<file path="src/rtl/monitor_bateria.sv">
// Battery-state model: charge level drains while running, refills while docked,
// and drives the low-battery flag (with hysteresis) and its blink alert.
module monitor_bateria #(
  parameter int NIVEL_MAX     = 8,
  parameter int NIVEL_BAIXO   = 1,
  parameter int NIVEL_RELIGA  = 3,
  parameter int TICK_DESCARGA = 50,
  parameter int TICK_CARGA    = 20,
  parameter int PISCA         = 25
) (
  input  logic                           clk,
  input  logic                           reset,
  input  logic                           sistema_ligado,
  input  logic                           carregando,
  output logic                           bateria,
  output logic [$clog2(NIVEL_MAX+1)-1:0] nivel,
  output logic                           carga_completa,
  output logic                           alerta
);

  localparam int NW   = $clog2(NIVEL_MAX+1);
  localparam int TMAX = (TICK_DESCARGA > TICK_CARGA) ? TICK_DESCARGA : TICK_CARGA;
  localparam int PW   = (TMAX > 1) ? $clog2(TMAX) : 1;
  localparam int BW   = (PISCA > 1) ? $clog2(PISCA) : 1;

  localparam logic [PW-1:0] TD_LAST = PW'(TICK_DESCARGA - 1);
  localparam logic [PW-1:0] TC_LAST = PW'(TICK_CARGA - 1);
  localparam logic [BW-1:0] PS_LAST = BW'(PISCA - 1);
  localparam logic [NW-1:0] N_MAX   = NW'(NIVEL_MAX);
  localparam logic [NW-1:0] N_BAIXO = NW'(NIVEL_BAIXO);
  localparam logic [NW-1:0] N_RELIG = NW'(NIVEL_RELIGA);
  localparam logic [NW-1:0] N_ONE   = NW'(1);

  typedef enum logic [1:0] {REPOUSO, DESCARGA, CARGA, VAZIA} estado_t;

  estado_t       estado_q, estado_d;
  logic [NW-1:0] nivel_q, nivel_d;
  logic [PW-1:0] presc_q, presc_d;
  logic [BW-1:0] blink_q, blink_d;
  logic          bateria_q, bateria_d;
  logic          cc_q, cc_d;
  logic          alerta_q, alerta_d;
  logic          tick_d, tick_c;

  assign tick_d = (presc_q == TD_LAST);
  assign tick_c = (presc_q == TC_LAST);

  always_comb begin
    estado_d = estado_q;
    nivel_d  = nivel_q;
    case (estado_q)
      REPOUSO: begin
        if (carregando)                      estado_d = CARGA;
        else if (sistema_ligado && !bateria_q) estado_d = DESCARGA;
      end
      DESCARGA: begin
        if (carregando)           estado_d = CARGA;
        else if (!sistema_ligado) estado_d = REPOUSO;
        else if (tick_d && nivel_q != '0) begin
          nivel_d = nivel_q - N_ONE;
          if (nivel_q == N_ONE) estado_d = VAZIA;
        end
      end
      CARGA: begin
        if (!carregando) estado_d = REPOUSO;
        else if (tick_c && nivel_q != N_MAX) nivel_d = nivel_q + N_ONE;
      end
      VAZIA: begin
        if (carregando) estado_d = CARGA;
      end
    endcase
  end

  // Prescaler restarts on any state change so a short visit never moves the level.
  always_comb begin
    presc_d = '0;
    if (estado_d == estado_q) begin
      if (estado_q == DESCARGA)   presc_d = tick_d ? '0 : presc_q + PW'(1);
      else if (estado_q == CARGA) presc_d = tick_c ? '0 : presc_q + PW'(1);
    end
  end

  always_comb begin
    bateria_d = bateria_q;
    if (nivel_d <= N_BAIXO)      bateria_d = 1'b1;
    else if (nivel_d >= N_RELIG) bateria_d = 1'b0;
    cc_d = (estado_d == CARGA) && (nivel_d == N_MAX);
  end

  // Blink runs only while the flag stays set; the setting and clearing edges park it at 0.
  always_comb begin
    blink_d  = '0;
    alerta_d = 1'b0;
    if (bateria_q && bateria_d) begin
      if (blink_q == PS_LAST) begin
        blink_d  = '0;
        alerta_d = ~alerta_q;
      end else begin
        blink_d  = blink_q + BW'(1);
        alerta_d = alerta_q;
      end
    end
  end

  always_ff @(posedge clk) begin
    if (reset) begin
      estado_q  <= REPOUSO;
      nivel_q   <= N_MAX;
      presc_q   <= '0;
      blink_q   <= '0;
      bateria_q <= 1'b0;
      cc_q      <= 1'b0;
      alerta_q  <= 1'b0;
    end else begin
      estado_q  <= estado_d;
      nivel_q   <= nivel_d;
      presc_q   <= presc_d;
      blink_q   <= blink_d;
      bateria_q <= bateria_d;
      cc_q      <= cc_d;
      alerta_q  <= alerta_d;
    end
  end

  assign bateria        = bateria_q;
  assign nivel          = nivel_q;
  assign carga_completa = cc_q;
  assign alerta         = alerta_q;

endmodule

</file>
<file path="config.mk">
export PLATFORM = sky130hd
export DESIGN_NAME = monitor_bateria
export DESIGN_NICKNAME = d
export VERILOG_FILES = /design/src/rtl/monitor_bateria.sv
export SDC_FILE = /design/constraint.sdc
export NUM_CORES = 1
export LEC_CHECK = 0
export ABC_AREA = 0
export BUFFER_PORTS_ARGS = -buffer_cell sky130_fd_sc_hd__clkbuf_2
export CORE_ASPECT_RATIO = 0.9
export CORE_MARGIN = 4
export CORE_UTILIZATION = 49
export DETAILED_ROUTE_END_ITERATION = 7
export GPL_ROUTABILITY_DRIVEN = 0
export MAX_ROUTING_LAYER = met4
export PLACE_DENSITY = 0.78
export SLEW_MARGIN = 20
export SYNTH_ARGS = -nofsm -noshare
export SYNTH_HDL_FRONTEND = slang
export SYNTH_SLANG_ARGS = --single-unit
</file>
<file path="constraint.sdc">
create_clock -name clk -period 2.7 [get_ports clk]
set_clock_uncertainty 0.1 [all_clocks]
set_input_delay 0.27 -clock clk [delete_from_list [all_inputs] [get_ports clk]]
set_output_delay 0.27 -clock clk [all_outputs]
set_load 0.02 [all_outputs]
</file>
* Word level (Yosys, flattened, before mapping) *
Cells that the tools add are included.

storage, ports and cells
  register bits after elaboration = 20
  output and inout port bits = 7

operators by class
  $add $sub $neg = 4
  order comparisons = 2
  equality and inequality tests = 11
  mux-type cells = 21
  bitwise logic cells = 3
  reductions and logical operators = 11

operators with widths
  operator                                                            number
  2-to-1 mux 6 bit                                                    4
  2-to-1 mux 4 bit                                                    5
  2-to-1 mux 2 bit                                                    8
  one-hot mux 2 bit (4 select lines)                                  1
  one-hot mux 4 bit (2 select lines)                                  1
  adder 6 x 1 -> 6 bit (second input constant)                        1
  == test 2 bit (second input constant)                               3
  == test 6 x 5 -> 1 bit (second input constant)                      1
  == test 6 bit (second input constant)                               1
  adder 5 x 1 -> 5 bit (second input constant)                        1
  == test 5 bit (second input constant)                               1
  logical AND 1 bit                                                   5
  adder 4 x 1 -> 4 bit (second input constant)                        1
  == test 4 x 1 -> 1 bit (second input constant)                      1
  == test 4 bit (second input constant)                               1
  greater-or-equal comparator 4 x 2 -> 1 bit (second input constant)  1
  <= comparator 4 x 1 -> 1 bit (second input constant)                1
  inequality test 4 bit (second input constant)                       1
  nonzero test 4 bit                                                  1
  OR reduction 2 bit                                                  2
  subtractor 4 x 1 -> 4 bit (second input constant)                   1
  inverter 1 bit                                                      3
  OR reduction 3 bit                                                  1
  == test 2 x 1 -> 1 bit (second input constant)                      1
  4 further kinds                                                     5

* Longest topological paths before layout *
  depth after elaboration = 12
  mapped depth = 9

* Least setup slack after synthesis *
OpenSTA, ideal clock, no wires.

  kind = reg-to-reg
  from = register estado_q[0]
  to = register alerta_q, in the netlist alerta
  setup time = 0.103 ns
  arrival time = 2.326 ns
  data required time = 2.497 ns
  path slack = 0.171 ns
  stages on the path, launching flop included = 10
  buffers on the path = 2
  clock period less this slack = 2.529 ns
  cell sequence = dfxtp_1 clkbuf_1 inv_1 ha_1 nand2_1 nor2_1 a32o_1 or4_4 buf_6 a2111oi_2

on the way
  word-level cells in the longest chain between the ends = 8
  elaborated cells on any way between the ends = 10

RTL lines
  what                                                            RTL line  RTL
  start: declaration                                              36        estado_t estado_q, estado_d;
  start signal: assignment                                        115       estado_q <= estado_d;
  == test 2 bit / == test 2 x 1 -> 1 bit (equally long branches)  51        case (estado_q)
  one-hot mux 4 bit (2 select lines) (*)                          51
  greater-or-equal comparator 4 x 2 -> 1 bit                      86        else if (nivel_d >= N_RELIG) bateria_d = 1'b0;
  2-to-1 mux 1 bit                                                86
  2-to-1 mux 1 bit (*)                                            85        if (nivel_d <= N_BAIXO) bateria_d = 1'b1;
  logical AND 1 bit (*)                                           94        if (bateria_q && bateria_d) begin
  inverter 1 bit (no source line) (*)                             -
  OR reduction 2 bit (no source line) (*)                         -
  end signal: assignment                                          121       alerta_q <= alerta_d;
  end: declaration                                                42        logic alerta_q, alerta_d;

Every way passes the cells marked *; elsewhere a longest branch is shown, timed or not.
A chain may end at the register's enable or synchronous reset.

* Worst setup path after layout *
  from = register presc_q[4]
  to = register blink_q[0]

on the way
  word-level cells in the longest chain between the ends = 12
  elaborated cells on any way between the ends = 17

RTL lines
  what                                        RTL line  RTL
  start: declaration                          38        logic [PW-1:0] presc_q, presc_d;
  start signal: assignment                    117       presc_q <= presc_d;
  == test 6 bit                               45        assign tick_d = (presc_q == TD_LAST);
  logical AND 1 bit                           59        else if (tick_d && nivel_q != '0) begin
  2-to-1 mux 4 bit                            59
  2-to-1 mux 4 bit                            58        else if (!sistema_ligado) estado_d = REPOUSO;
  2-to-1 mux 4 bit                            57        if (carregando) estado_d = CARGA;
  one-hot mux 4 bit (2 select lines) (*)      51
  greater-or-equal comparator 4 x 2 -> 1 bit  86
  2-to-1 mux 1 bit                            86
  2-to-1 mux 1 bit (*)                        85
  logical AND 1 bit (*)                       94
  inverter 1 bit (no source line) (*)         -
  OR reduction 3 bit (no source line) (*)     -
  end signal: assignment                      118       blink_q <= blink_d;
  end: declaration                            39        logic [BW-1:0] blink_q, blink_d;

Marked as above.

==> flow_summary.toml <==
[outcome]
status = "finished, final reports clean"

[power_and_ir_drop]
power_mw = 0.774
power_density_nw_per_um2 = 473
p_leak_nw = 0.585
vdd_drop_max_mv = 0.248

[timing]
slew_headroom = 0.413
setup_ws_ns = 0.181
slew_viol_final = 0
tightest_slew_ns = 0.875
post-route-period-util = 0.933
min_period_ns = 2.52
hold_viol = 0
finalSetupViolCount = 0
fmax_mhz = 397

[critical_path]
critPathRequiredTime_ns = 2.81
worstSetupPathType = "reg2reg"
cp-end-kind = "register"
startpoint_type = "register"
arrival_ns = 2.63
rrSetupSlack_ns = 0.18
cp_max_fo = 10

[clock_tree]
h-tree-depth = 1
insertion_delay_ns = 0.31
ctsHoldBuffers = 0
cts_sinks = 20
clk_pin_slew_worst_paths_ns = 0.12
ctsLongestPathBuffers = 2
cts_buffers = 3
cts_tree = "built"
root_buffer = "clkbuf_4"

[routing]
drc = 0
routed_via_density = 6.29
routed_wl_um = 3530
drt_iter0_markers = 98
route.vias.total = 1364
ant_nets = 0
firstDrtPassIters = 5
wl_per_cell_um = 16.3

[synth]
ys_ff_latch = 20
syn-num-nets = 177
synth_top_area_frac = 0.280
yosysWarnings = 0
yosysSeqAreaShare = 0.280
yosysTopAreaCell = "dfxtp_1"
synthTopCellsByArea = "dfxtp_1 (28%), ha_1 (9.6%), a2111oi_2 (5.3%), nand3_1 (3.9%), inv_1 (3.4%)"
synth_flop_cell = "dfxtp_1"
synth_edf_count = 0
syn_inst = 162
synth_area_um2 = 1430
synthArstFlopShare = 0
syn_avg_cell_area_um2 = 8.82
synth_cell_types = 54

[grt]
grt_pass1_wl_um = 5500
grt_use_total = 0.186
antenna_found_initial = 0
first_global_vias = 1237
grt_max_degree = 13
grt_overflow = 0

[cells_and_area]
nets = 193
syn_to_final_growth_pct = 14.4
final_util = 0.590
antenna_cells = 0
final_layout_size_suffix_gt1_frac = 0.215

[worst_hold_path]
hold_path_class = "in2reg"

[place]
io_buffers = 10
place_ws_ns = 0.0475
dpl.hpwl_um = 2520

[run]
drv_cap = 0

[die]
die_h_um = 59.2
dieArea_um2 = 3850
dieWidth_um = 64.9
io_pins = 11
placementRows = 18
coreArea_um2 = 2770
start_util = 0.516
-- layout by cell type (no fill, tap or decap), drive strengths merged, types with 5 or more instances in the layout --
master | netlist | layout
dfxtp | 20 | 20
inv | 13 | 13
clkbuf | 5 | 13
nor2 | 11 | 11
nand3 | 11 | 11
ha | 11 | 11
buf | 2 | 8
nand2 | 8 | 8
a2111oi | 5 | 5
xnor2 | 5 | 5
-- cell families after synthesis --
kind of cell / after synthesis / share of synthesized area
buf+inv: 20 / 0.0630
mux: 1 / 0.00701
fa+ha+maj: 11 / 0.0963
flops: 20 / 0.280
xor+xnor: 8 / 0.0490
simple gates: 62 / 0.257
compound gates: 40 / 0.248
-- state kept, by name, indices dropped and copies added (netlist names) --
signal          flops
carga_completa      1
blink_q             5
nivel               4
estado_q            2
bateria             1
presc_q             6
alerta              1
-- critical path, stage by stage (launching register included) --
cell and delay (ns):
dfxtp_1 0.41, or3b_4 0.48, nor4_4 0.39, a21oi_2 0.11, or4_4 0.61, a2111oi_2 0.31
-- final cells by class --
cell class	instances	area, um2
inverters	13	48.8
clock buffers	3	22.5
clock inverters	1	30.0
multi-input cells	122	972
well taps	40	50.0
flip-flops and latches	20	400
repair buffers	18	110
fillers	245	1140
-- metrics by stage --
stage          cells  instance area (um2)  TNS [ns]  hold slack [ns]
2_1_floorplan    162                 1430         0            0.239
3_3_place_gp     211                 1530         0            0.343
3_5_place_dp     211                 1530         0            0.367
4_1_cts          215                 1590         0            0.143
5_1_grt          217                 1630  -0.00613            0.144
6_report         217                 1630         0            0.157
-- final timing paths --
check | cells past startpoint | end | start
worst max-delay path | 5 | blink_q[0]$_SDFF_PP0_ | presc_q[4]$_SDFF_PP0_
worst min-delay path | 2 | estado_q[0]$_SDFF_PP0_ | reset
worst max register to register | 5 | blink_q[0]$_SDFF_PP0_ | presc_q[4]$_SDFF_PP0_
worst min register to register | 1 | presc_q[0]$_SDFF_PP0_ | presc_q[0]$_SDFF_PP0_
-- routing by layer --
layer / vias to the layer above / share of wire / track usage
li1: 639 / - / -
met4: 0 / 0.012 / 0.0422
met3: 6 / 0.082 / 0.0361
met5: - / 0 / -
met2: 72 / 0.48 / 0.297
met1: 647 / 0.43 / 0.245
-- power breakdown --
group          leakage, nW  switching (mW)  internal (mW)
combinational        0.395           0.114         0.0739
sequential           0.162          0.0243          0.311
clock               0.0279           0.101          0.150
-- cell usage after synthesis, types with 2 or more instances --
cell and n:
nor2_1 11, o21ai_0 2, nor3_1 4, nand2_1 8, o31ai_1 2, clkbuf_1 5, and2_1 2, nand2b_1 3
and3_1 2, nand4b_1 2, a2111oi_2 5, o211a_1 2, xnor2_1 5, inv_1 13, dfxtp_1 20, nand3_1 11
ha_1 11, or4_1 2, a31oi_1 2, nor2b_1 4, xor2_1 3, a21oi_1 3, nand3b_1 2, a221oi_1 3
a211oi_1 4, nor4_1 2, buf_6 2
-- timing repair --
item	4_1_cts	5_1_grt
resized for setup	0	7
endpoints found under the setup margin	0	6
setup buffers	0	2
No activity file was read; power rests on OpenSTA's default activity.
